$ cat src/rtl/vga_timing_gen.sv
// Raster timing generator: pixel/line counters with registered sync, display-enable,
// coordinate and end-of-line/frame strobes. Define VGA_FRAME_CNT_EN to add a 16-bit frame counter.
module vga_timing_gen #(
  parameter int   H_VISIBLE = 1024,
  parameter int   H_FRONT   = 24,
  parameter int   H_SYNC    = 136,
  parameter int   H_BACK    = 160,
  parameter int   V_VISIBLE = 768,
  parameter int   V_FRONT   = 3,
  parameter int   V_SYNC    = 6,
  parameter int   V_BACK    = 29,
  parameter logic H_POL     = 1'b0,
  parameter logic V_POL     = 1'b0,
  parameter int   CW        = 11
) (
  input  logic          clk,
  input  logic          rst_n,
  input  logic          en,
  output logic          hsync,
  output logic          vsync,
  output logic          de,
  output logic [CW-1:0] x,
  output logic [CW-1:0] y,
  output logic          line_end,
  output logic          frame_end
`ifdef VGA_FRAME_CNT_EN
  ,
  output logic [15:0]   frame_count
`endif
);

  localparam int H_TOTAL = H_VISIBLE + H_FRONT + H_SYNC + H_BACK;
  localparam int V_TOTAL = V_VISIBLE + V_FRONT + V_SYNC + V_BACK;

  // Thresholds pre-sized to the counter width so every compare is width-matched.
  localparam logic [CW-1:0] H_LAST     = CW'(H_TOTAL - 1);
  localparam logic [CW-1:0] V_LAST     = CW'(V_TOTAL - 1);
  localparam logic [CW-1:0] H_VIS_END  = CW'(H_VISIBLE);
  localparam logic [CW-1:0] V_VIS_END  = CW'(V_VISIBLE);
  localparam logic [CW-1:0] HS_FIRST   = CW'(H_VISIBLE + H_FRONT);
  localparam logic [CW-1:0] HS_LAST    = CW'(H_VISIBLE + H_FRONT + H_SYNC - 1);
  localparam logic [CW-1:0] VS_FIRST   = CW'(V_VISIBLE + V_FRONT);
  localparam logic [CW-1:0] VS_LAST    = CW'(V_VISIBLE + V_FRONT + V_SYNC - 1);

  logic [CW-1:0] h_q, h_d;
  logic [CW-1:0] v_q, v_d;
  logic [CW-1:0] x_q, y_q;
  logic          hsync_q, hsync_d;
  logic          vsync_q, vsync_d;
  logic          de_q, de_d;
  logic          line_end_q, line_end_d;
  logic          frame_end_q, frame_end_d;
  logic          h_wrap, v_wrap;

  // (h_q, v_q) is the position whose outputs are loaded on the next enabled edge.
  always_comb begin
    h_wrap      = (h_q == H_LAST);
    v_wrap      = h_wrap && (v_q == V_LAST);
    h_d         = h_wrap ? '0 : h_q + 1'b1;
    v_d         = v_q;
    if (v_wrap) begin
      v_d = '0;
    end else if (h_wrap) begin
      v_d = v_q + 1'b1;
    end
    de_d        = (h_q < H_VIS_END) && (v_q < V_VIS_END);
    hsync_d     = ((h_q >= HS_FIRST) && (h_q <= HS_LAST)) ? H_POL : ~H_POL;
    vsync_d     = ((v_q >= VS_FIRST) && (v_q <= VS_LAST)) ? V_POL : ~V_POL;
    line_end_d  = h_wrap;
    frame_end_d = v_wrap;
  end

  always_ff @(posedge clk or negedge rst_n) begin
    if (!rst_n) begin
      h_q         <= '0;
      v_q         <= '0;
      x_q         <= '0;
      y_q         <= '0;
      de_q        <= 1'b0;
      hsync_q     <= ~H_POL;
      vsync_q     <= ~V_POL;
      line_end_q  <= 1'b0;
      frame_end_q <= 1'b0;
    end else if (en) begin
      h_q         <= h_d;
      v_q         <= v_d;
      x_q         <= h_q;
      y_q         <= v_q;
      de_q        <= de_d;
      hsync_q     <= hsync_d;
      vsync_q     <= vsync_d;
      line_end_q  <= line_end_d;
      frame_end_q <= frame_end_d;
    end
  end

  assign hsync     = hsync_q;
  assign vsync     = vsync_q;
  assign de        = de_q;
  assign x         = x_q;
  assign y         = y_q;
  assign line_end  = line_end_q;
  assign frame_end = frame_end_q;

`ifdef VGA_FRAME_CNT_EN
  logic [15:0] frame_count_q, frame_count_d;

  // Counts completed frames; free-running 16-bit wrap.
  always_comb begin
    frame_count_d = frame_count_q + 16'd1;
  end

  always_ff @(posedge clk or negedge rst_n) begin
    if (!rst_n) begin
      frame_count_q <= '0;
    end else if (en && v_wrap) begin
      frame_count_q <= frame_count_d;
    end
  end

  assign frame_count = frame_count_q;
`endif

endmodule
$ cat config.mk
export PLATFORM = sky130hd
export DESIGN_NAME = vga_timing_gen
export DESIGN_NICKNAME = d
export VERILOG_FILES = /design/src/rtl/vga_timing_gen.sv
export SDC_FILE = /design/constraint.sdc
export NUM_CORES = 1
export LEC_CHECK = 0
export ABC_CLOCK_PERIOD_IN_PS = 3400
export BUFFER_PORTS_ARGS = -buffer_cell sky130_fd_sc_hd__buf_2
export CORE_ASPECT_RATIO = 1.2
export CORE_MARGIN = 2
export CORE_UTILIZATION = 51
export CTS_BUF_LIST = sky130_fd_sc_hd__clkbuf_8 sky130_fd_sc_hd__clkbuf_16
export DETAILED_ROUTE_END_ITERATION = 10
export PLACE_DENSITY = 0.72
export SKIP_CTS_REPAIR_TIMING = 1
export SYNTH_ARGS = -nofsm -noshare
export SYNTH_HDL_FRONTEND = slang
export SYNTH_SLANG_ARGS = --single-unit
$ cat constraint.sdc
create_clock -name clk -period 3.4 [get_ports clk]
set_input_delay 0.51 -clock clk [delete_from_list [all_inputs] [get_ports clk]]
set_output_delay 0.51 -clock clk [all_outputs]
set_load 0.02 [all_outputs]
==> results of run 1 <==
[area by class of cell]
cell class / instances / area (sq um) / area share
clock buffer: 5 / 68.8 / 0.0267
sequential: 49 / 1230 / 0.477
tap: 56 / 70.1 / 0.0272
timing repair buffer: 30 / 153 / 0.0593
inverter: 12 / 45.0 / 0.0175
clock inverter: 3 / 11.3 / 0.00437
multi-input combinational: 133 / 998 / 0.388
[path summary, 6_finish.rpt]
check	slack, ps	endpoint	depth (start not counted)	startpoint
max	1370	v_q[10]	4	h_q[6]
min	410	x[3]	1	rst_n
max reg2reg	1370	v_q[10]	4	h_q[6]
min reg2reg	490	vsync	2	vsync
max in group asynchronous	2340	v_q[6]	1	rst_n
min in group clk	490	vsync	2	vsync
[per-stage QoR]
step                      cells  hold slack [ps]  cell area (sq um)  setup slack (ps)  power, uW
final                       288              407               2570              1370       1220
after global routing        288              497               2570              1280       1290
after CTS                   288              444               2570              1380       1240
after detailed placement    280              483               2490              1290        920
after global placement      280              481               2490              1370        915
after floorplan             204              214               2330              1610        846
[cells in the final DEF (no fill, tap or decap), types with 2 or more instances in the layout]
cell	count
or4_1	2
nand2_1	14
dfstp_2	2
nor4_1	2
a22o_1	3
xnor2_1	5
a21oi_1	7
a21o_1	3
dfrtp_1	47
or3_1	2
a211oi_1	2
nand4_2	2
nand3_1	8
nor3_1	4
mux2_2	22
clkbuf_8	5
o22ai_1	2
xor2_1	2
a21boi_0	2
and4_1	2
and3_1	4
o31ai_1	3
inv_1	15
ha_1	5
and4_2	2
buf_2	29
a31oi_1	2
nor2_1	8
o21ai_0	9
or3_2	2
and2_1	2
nand4_1	4
[synthesized netlist by cell type, types with 4 or more instances]
master    count
ha_1          5
nand2_1      14
nor3_1        4
nand4_1       4
and3_1        4
a21oi_1       7
clkbuf_1      7
nor2_1        8
o21ai_0       9
dfrtp_1      47
xnor2_1       5
nand3_1       8
mux2_2       22
inv_1        12
[power by group]
part	leakage (uW)	internal, uW	switching, uW	total (uW)
logic	0.000550	78.9	114	193
registers	0.000622	644	69.2	713
clock network	0.0000519	137	179	316
total	0.00122	860	362	1220
[registers in the layout (all words and copies together) (netlist names)]
signal and cells:
h_q 11, v_q 11, x 11, frame_end 1, hsync 1, de 1, vsync 1, line_end 1
y 11
[per-layer routing]
metal / wire length [microns] / global-route usage / part of all wire
met1: 1900 / 0.222 / 0.45
met2: 2090 / 0.303 / 0.49
met3: 140 / 0.0420 / 0.033
met4: 85 / 0.0792 / 0.020
met5: 0 / 0 / 0
[kinds of logic after synthesis]
| group | count (synthesis) | synth area share |
|---|---|---|
| xor+xnor | 7 | 0.0264 |
| simple gates | 62 | 0.165 |
| flops | 49 | 0.528 |
| buf+inv | 22 | 0.0425 |
| mux | 23 | 0.111 |
| compound gates | 36 | 0.100 |
| fa+ha+maj | 5 | 0.0269 |
[worst register-to-register path, cell delays in order (launching register included)]
cell and delay [ps]:
dfrtp_1 530, nor4b_4 540, nand4_4 200, or3_2 520, xnor2_1 130
==> flow_summary.toml, run 1 <==
[routing]
ant_nets = 0
drc = 0
first_pass_iters = 4
wl_microns = 4220
avgRoutedWirePerCell_microns = 14.6
vias = 1649
drtIter0Drc = 67
viasPerCell = 5.73

[yosys]
syn-num-nets = 212
netlist.area_leader.share = 0.506
syn_inst = 204
synth_area_sq_um = 2330
yosysWarnings = 0
yosys.area.top_type = "dfrtp_1"
synth_area_per_cell_sq_um = 11.4
synthArstFlopShare = 1.00
synth.distinct_cells = 41
synth_edf_count = 0
ys_ff_latch = 49
yosysSeqAreaShare = 0.528
synthTopCellsByArea = "dfrtp_1 51%, mux2_2 11%, ha_1 2.7%"
synthFlopType = "dfrtp_1"

[worst_setup_path]
crit_fanout = 11
critPathLaunchType = "register"
crit_path_end_kind = "register"
max_stage_delay_ps = 540
critical_path.cell_chain = "nor4b_4 > nand4_4 > or3_2 > xnor2_1"
path_class = "reg -> reg"
worstPathArrival_ps = 2220
required_ps = 3580
cpLargestDelayFamily = "simple AND/OR/NAND/NOR gates"
cp_num_buf_inv = 0
critPathSlowestCell = "nor4b_4"

[finish]
antenna_cells = 0
syn2layout_area_growth_pct = 10.7
nFillCells = 388
fin_util = 0.595
nets = 239
drive_above_1_share = 0.289

[cts]
clock-sinks = 49
insertion_delay_ps = 300
cts_buffers = 5
clk_pin_slew_ps = 80
clk_path_buf_depth = 2
cts_max_level = 2
cts_root_buf = "clkbuf_8"
tritoncts = "built"

[sta]
slew_viol_final = 0
fin_crit_sh = 0.598
worst_slew_pin_slew_ps = 1070
clock_skew_ps = 4.71
tns_ps = 0
relSlewSlack = 0.286
hold_violations = 0
rsz0062_at_grt = "no"
timing.fmax_ghz = 0.492
fin_crit_ps = 2030
setup_viol = 0

[outcome]
status = "complete, no violations"

[placement]
portBuffers = 29
hpwl_microns = 2890
place.gp.congestion = 0.837

[global_route]
grt_start_max_net_pins = 50
grt_pass1_vias = 1611
antenna_found_initial = 0
gr-usage-all-layers = 0.182
gr-total-overflow = 0
grt_pass1_wl_microns = 7230

[floorplanning]
start_util = 0.538
fp.coreArea_sq_um = 4330
pin_count = 30
dieArea_sq_um = 5120
num_rows = 26
die_w_microns = 65.7
die_y_microns = 78.0

[power_and_ir_drop]
peakVddDrop_mv = 0.264
powerDensity_nw_per_um2 = 475
power.leakage_uw = 0.00122

[flow_run]
maxCapViolCount = 0

[min_path]
hold_path_class = "in -> async"
Power figures use the tool's default switching activity.
==> run 2, diff against run 1 <==
--- a/config.mk
+++ b/config.mk
@@ -5,14 +5,14 @@
 export SDC_FILE = /design/constraint.sdc
 export NUM_CORES = 1
 export LEC_CHECK = 0
-export ABC_CLOCK_PERIOD_IN_PS = 3400
+export ABC_CLOCK_PERIOD_IN_PS = 1800
 export BUFFER_PORTS_ARGS = -buffer_cell sky130_fd_sc_hd__buf_2
 export CORE_ASPECT_RATIO = 1.2
 export CORE_MARGIN = 2
 export CORE_UTILIZATION = 51
 export CTS_BUF_LIST = sky130_fd_sc_hd__clkbuf_8 sky130_fd_sc_hd__clkbuf_16
 export DETAILED_ROUTE_END_ITERATION = 10
-export PLACE_DENSITY = 0.72
+export PLACE_DENSITY = 0.75
 export SKIP_CTS_REPAIR_TIMING = 1
 export SYNTH_ARGS = -nofsm -noshare
 export SYNTH_HDL_FRONTEND = slang
==> constraint.sdc (replaced) <==
create_clock -name clk -period 1.8 [get_ports clk]
set_input_delay 0.27 -clock clk [delete_from_list [all_inputs] [get_ports clk]]
set_output_delay 0.27 -clock clk [all_outputs]
set_load 0.02 [all_outputs]
==> flow_summary.toml, run 2 (synthesis results as in run 1) <==
[outcome]
status = "complete, no violations"

[placement]
hpwl_microns = 3200
place.gp.congestion = 0.853
portBuffers = 29

[cts]
insertion_delay_ps = 300
cts_max_level = 2
cts_buffers = 5
clock-sinks = 49
tritoncts = "built"
clk_path_buf_depth = 2
clk_pin_slew_ps = 90
cts_root_buf = "clkbuf_8"

[global_route]
grt_util_met2 = 0.324
gr-total-overflow = 0
busiest_layer = "met2"
grt_use_met3 = 0.0391
grt_pass1_vias = 1647
grt_start_max_net_pins = 50
gr-usage-all-layers = 0.201
grt_use_met1 = 0.256
grt_pass1_wl_microns = 7850
antenna_found_initial = 0

[routing]
vias = 1743
viasPerCell = 5.62
avgRoutedWirePerCell_microns = 14.8
drtIter0Drc = 64
drc = 0
first_pass_iters = 4
wl_microns = 4580
ant_nets = 0

[power_and_ir_drop]
peakVddDrop_mv = 0.494
powerDensity_nw_per_um2 = 905
power.leakage_uw = 0.00135

[finish]
layout_common_cells = "47 x dfrtp_1, 29 x buf_2, 23 x buf_4, 22 x mux2_2, 14 x nand2_1"
nets = 261
syn2layout_area_growth_pct = 19.8
drive_above_1_share = 0.378
final_common_cell = "dfrtp_1"
multi_input_area_sq_um = 1020
seqCellArea_sq_um = 1230
antenna_cells = 0
fin_util = 0.644
nFillCells = 330

[sta]
setup_viol = 0
clock_skew_ps = 12.5
slew_viol_final = 0
tns_ps = 0
fin_crit_ps = 1750
hold_violations = 0
fin_crit_sh = 0.971
rsz0062_at_grt = "no"
timing.fmax_ghz = 0.572
worst_slew_pin_slew_ps = 619
relSlewSlack = 0.588

[floorplanning]
dieArea_sq_um = 5120
fp.coreArea_sq_um = 4330
die_w_microns = 65.7
pin_count = 30
start_util = 0.538
die_y_microns = 78.0
num_rows = 26

[flow_run]
maxCapViolCount = 0

[worst_setup_path]
worstPathArrival_ps = 1930
crit_path_end_kind = "register"
crit_fanout = 4
critPathLaunchType = "register"
path_class = "reg -> reg"
required_ps = 1990

[min_path]
hold_path_class = "in -> async"
[run 2: report_power, final]
| part | switching (uW) | internal, uW |
|---|---|---|
| logic | 316 | 229 |
| registers | 66.4 | 1220 |
| clock network | 345 | 347 |
| total | 728 | 1790 |
[run 2: cell type report]
type                    count  share of cell area
well taps                  56              0.0251
repair buffers             52               0.114
clock buffers               7              0.0346
clock inverters             1             0.00180
inverters                  12              0.0162
flip-flops and latches     49               0.441
multi-input cells         133               0.367
[run 2: path summary, 6_finish.rpt]
path / startpoint / endpoint / slack, ps / cells after the start
setup / recovery: h_q[9] / v_q[10] / 50 / 5
hold / removal: rst_n / x[5] / 40 / 2
setup reg to reg: h_q[9] / v_q[10] / 50 / 5
hold reg to reg: vsync / vsync / 490 / 2
max in group asynchronous: rst_n / v_q[8] / 1310 / 2
min in group clk: en / x[5] / 320 / 3
[run 2: routing by layer]
layer | vias to the layer above | routed length [microns]
met5 | - | 0
li1 | 842 | -
met4 | 0 | 139
met1 | 856 | 1990
met2 | 32 | 2290
met3 | 13 | 156
[run 2: per-stage QoR]
stage / hold slack [ps] / total power, uW / std cells / worst slack [ps] / instance area [sq um]
after CTS: 70.4 / 2550 / 309 / 30.9 / 2750
final: 44.6 / 2520 / 310 / 52.6 / 2790
after global routing: 107 / 2650 / 310 / 5.98 / 2790
after global placement: 401 / 1820 / 301 / 105 / 2650
after detailed placement: 407 / 1840 / 301 / 51.3 / 2650
after floorplan: -25.6 / 1600 / 204 / 10.6 / 2330
[run 2: critical path, stage by stage (launching register included)]
cell and delay [ps]:
dfrtp_1 420, nor4b_4 270, buf_4 190, nand4_4 110, or3_2 510, xnor2_1 130
==> run 3, diff against run 2 <==
--- a/config.mk
+++ b/config.mk
@@ -10,7 +10,7 @@
 export CORE_ASPECT_RATIO = 1.2
 export CORE_MARGIN = 2
 export CORE_UTILIZATION = 51
-export CTS_BUF_LIST = sky130_fd_sc_hd__clkbuf_8 sky130_fd_sc_hd__clkbuf_16
+export CTS_BUF_LIST = sky130_fd_sc_hd__clkbuf_2
 export DETAILED_ROUTE_END_ITERATION = 10
 export PLACE_DENSITY = 0.75
 export SKIP_CTS_REPAIR_TIMING = 1
==> constraint.sdc (replaced) <==
create_clock -name clk -period 1.8 [get_ports clk]
set_input_delay 0.18 -clock clk [delete_from_list [all_inputs] [get_ports clk]]
set_output_delay 0.18 -clock clk [all_outputs]
set_load 0.02 [all_outputs]
==> flow_summary.toml, run 3 (synthesis results as in run 1) <==
[outcome]
status = "complete, no violations"

[floorplanning]
dieArea_sq_um = 5120
pin_count = 30
num_rows = 26
die_w_microns = 65.7
start_util = 0.538
fp.coreArea_sq_um = 4330
die_y_microns = 78.0

[worst_setup_path]
path_class = "reg -> reg"
crit_path_end_kind = "register"
crit_fanout = 4
required_ps = 2130
critPathLaunchType = "register"
worstPathArrival_ps = 2090

[routing]
ant_nets = 0
viasPerCell = 5.55
drc = 0
wl_microns = 4610
avgRoutedWirePerCell_microns = 14.8
drtIter0Drc = 92
vias = 1727
first_pass_iters = 4

[power_and_ir_drop]
powerDensity_nw_per_um2 = 821
peakVddDrop_mv = 0.451
power.leakage_uw = 0.00133
p_total_uw = 2240

[sta]
fin_crit_sh = 0.976
fin_ws_ps = 43.7
setup_viol = 0
relSlewSlack = 0.594
clock_skew_ps = 26.0
timing.fmax_ghz = 0.569
slew_viol_final = 0
fin_crit_ps = 1760
worst_slew_pin_slew_ps = 608
hold_violations = 0

[min_path]
hold_path_class = "in -> reg"

[finish]
syn2layout_area_growth_pct = 17.5
nFillCells = 339
final_common_cell = "dfrtp_1"
antenna_cells = 0
layout_common_cells = "47 x dfrtp_1, 29 x buf_2, 23 x buf_4, 22 x mux2_2, 14 x nand2_1"
drive_above_1_share = 0.369
design_area_sq_um = 2730
multi_input_area_sq_um = 1020
fin_util = 0.632
seqCellArea_sq_um = 1230
nets = 262

[global_route]
grt_pass1_wl_microns = 7820
grt_start_max_net_pins = 50
gr-usage-all-layers = 0.200
antenna_found_initial = 0
gr-total-overflow = 0
grt_pass1_vias = 1633

[placement]
portBuffers = 29
place_ws_ps = 51.3
dpl_cell_area_sq_um = 2650
hpwl_microns = 3200
place.gp.congestion = 0.853

[flow_run]
maxCapViolCount = 0

[cts]
tritoncts = "built"
insertion_delay_ps = 430
clock-sinks = 49
cts_max_level = 2
cts_buffers = 5
cts_root_buf = "clkbuf_2"
clk_pin_slew_ps = 240
clk_path_buf_depth = 2
## run 3: cell count changes in the layout (fill, tap and decap cells not counted)
| cell | change |
|---|---|
| clkbuf_2 | +5 |
| clkinv_1 | +2 |
| dlygate4sd3_1 | +1 |
| clkbuf_8 | -7 |
## run 3: layout make-up
cell class | instances | area share
inverters | 12 | 0.0165
well taps | 56 | 0.0256
repair buffers | 53 | 0.120
clock buffers | 5 | 0.00916
multi-input cells | 133 | 0.375
flip-flops and latches | 49 | 0.450
clock inverters | 3 | 0.00458
## run 3: power by group
part	switching, uW	internal (uW)
Clock	330	85.1
Combinational	317	230
Sequential	64.6	1220
Total	711	1530
## run 3: worst max-delay path, cell delays in order (launching register included)
cell     delay (ps)
dfrtp_1         460
nor4b_4         270
buf_4           180
nand4_4         110
or3_2           510
xnor2_1         130
## run 3: worst paths after layout
kind	startpoint	endpoint	slack, ps	depth (start not counted)
max	h_q[9]	v_q[10]	40	5
min	en	x[5]	80	3
max reg2reg	h_q[9]	v_q[10]	40	5
min reg2reg	vsync	vsync	510	2
max in group asynchronous	rst_n	v_q[0]	1040	3
min in group asynchronous	rst_n	x[5]	330	3
## run 3: per-layer routing
metal | share of wire | track usage | vias to the layer above
met4 | 0.028 | 0.0896 | 0
met3 | 0.031 | 0.0391 | 12
li1 | - | - | 844
met5 | 0 | 0 | -
met1 | 0.43 | 0.256 | 838
met2 | 0.51 | 0.325 | 33
## run 3: through the flow
stage               std cells  hold WS (ps)  TNS (ps)
floorplan                 204          -116         0
global placement          301           311         0
detailed placement        301           317         0
CTS                       309          -206         0
global route              311          87.8     -21.7
finish                    311          75.7         0
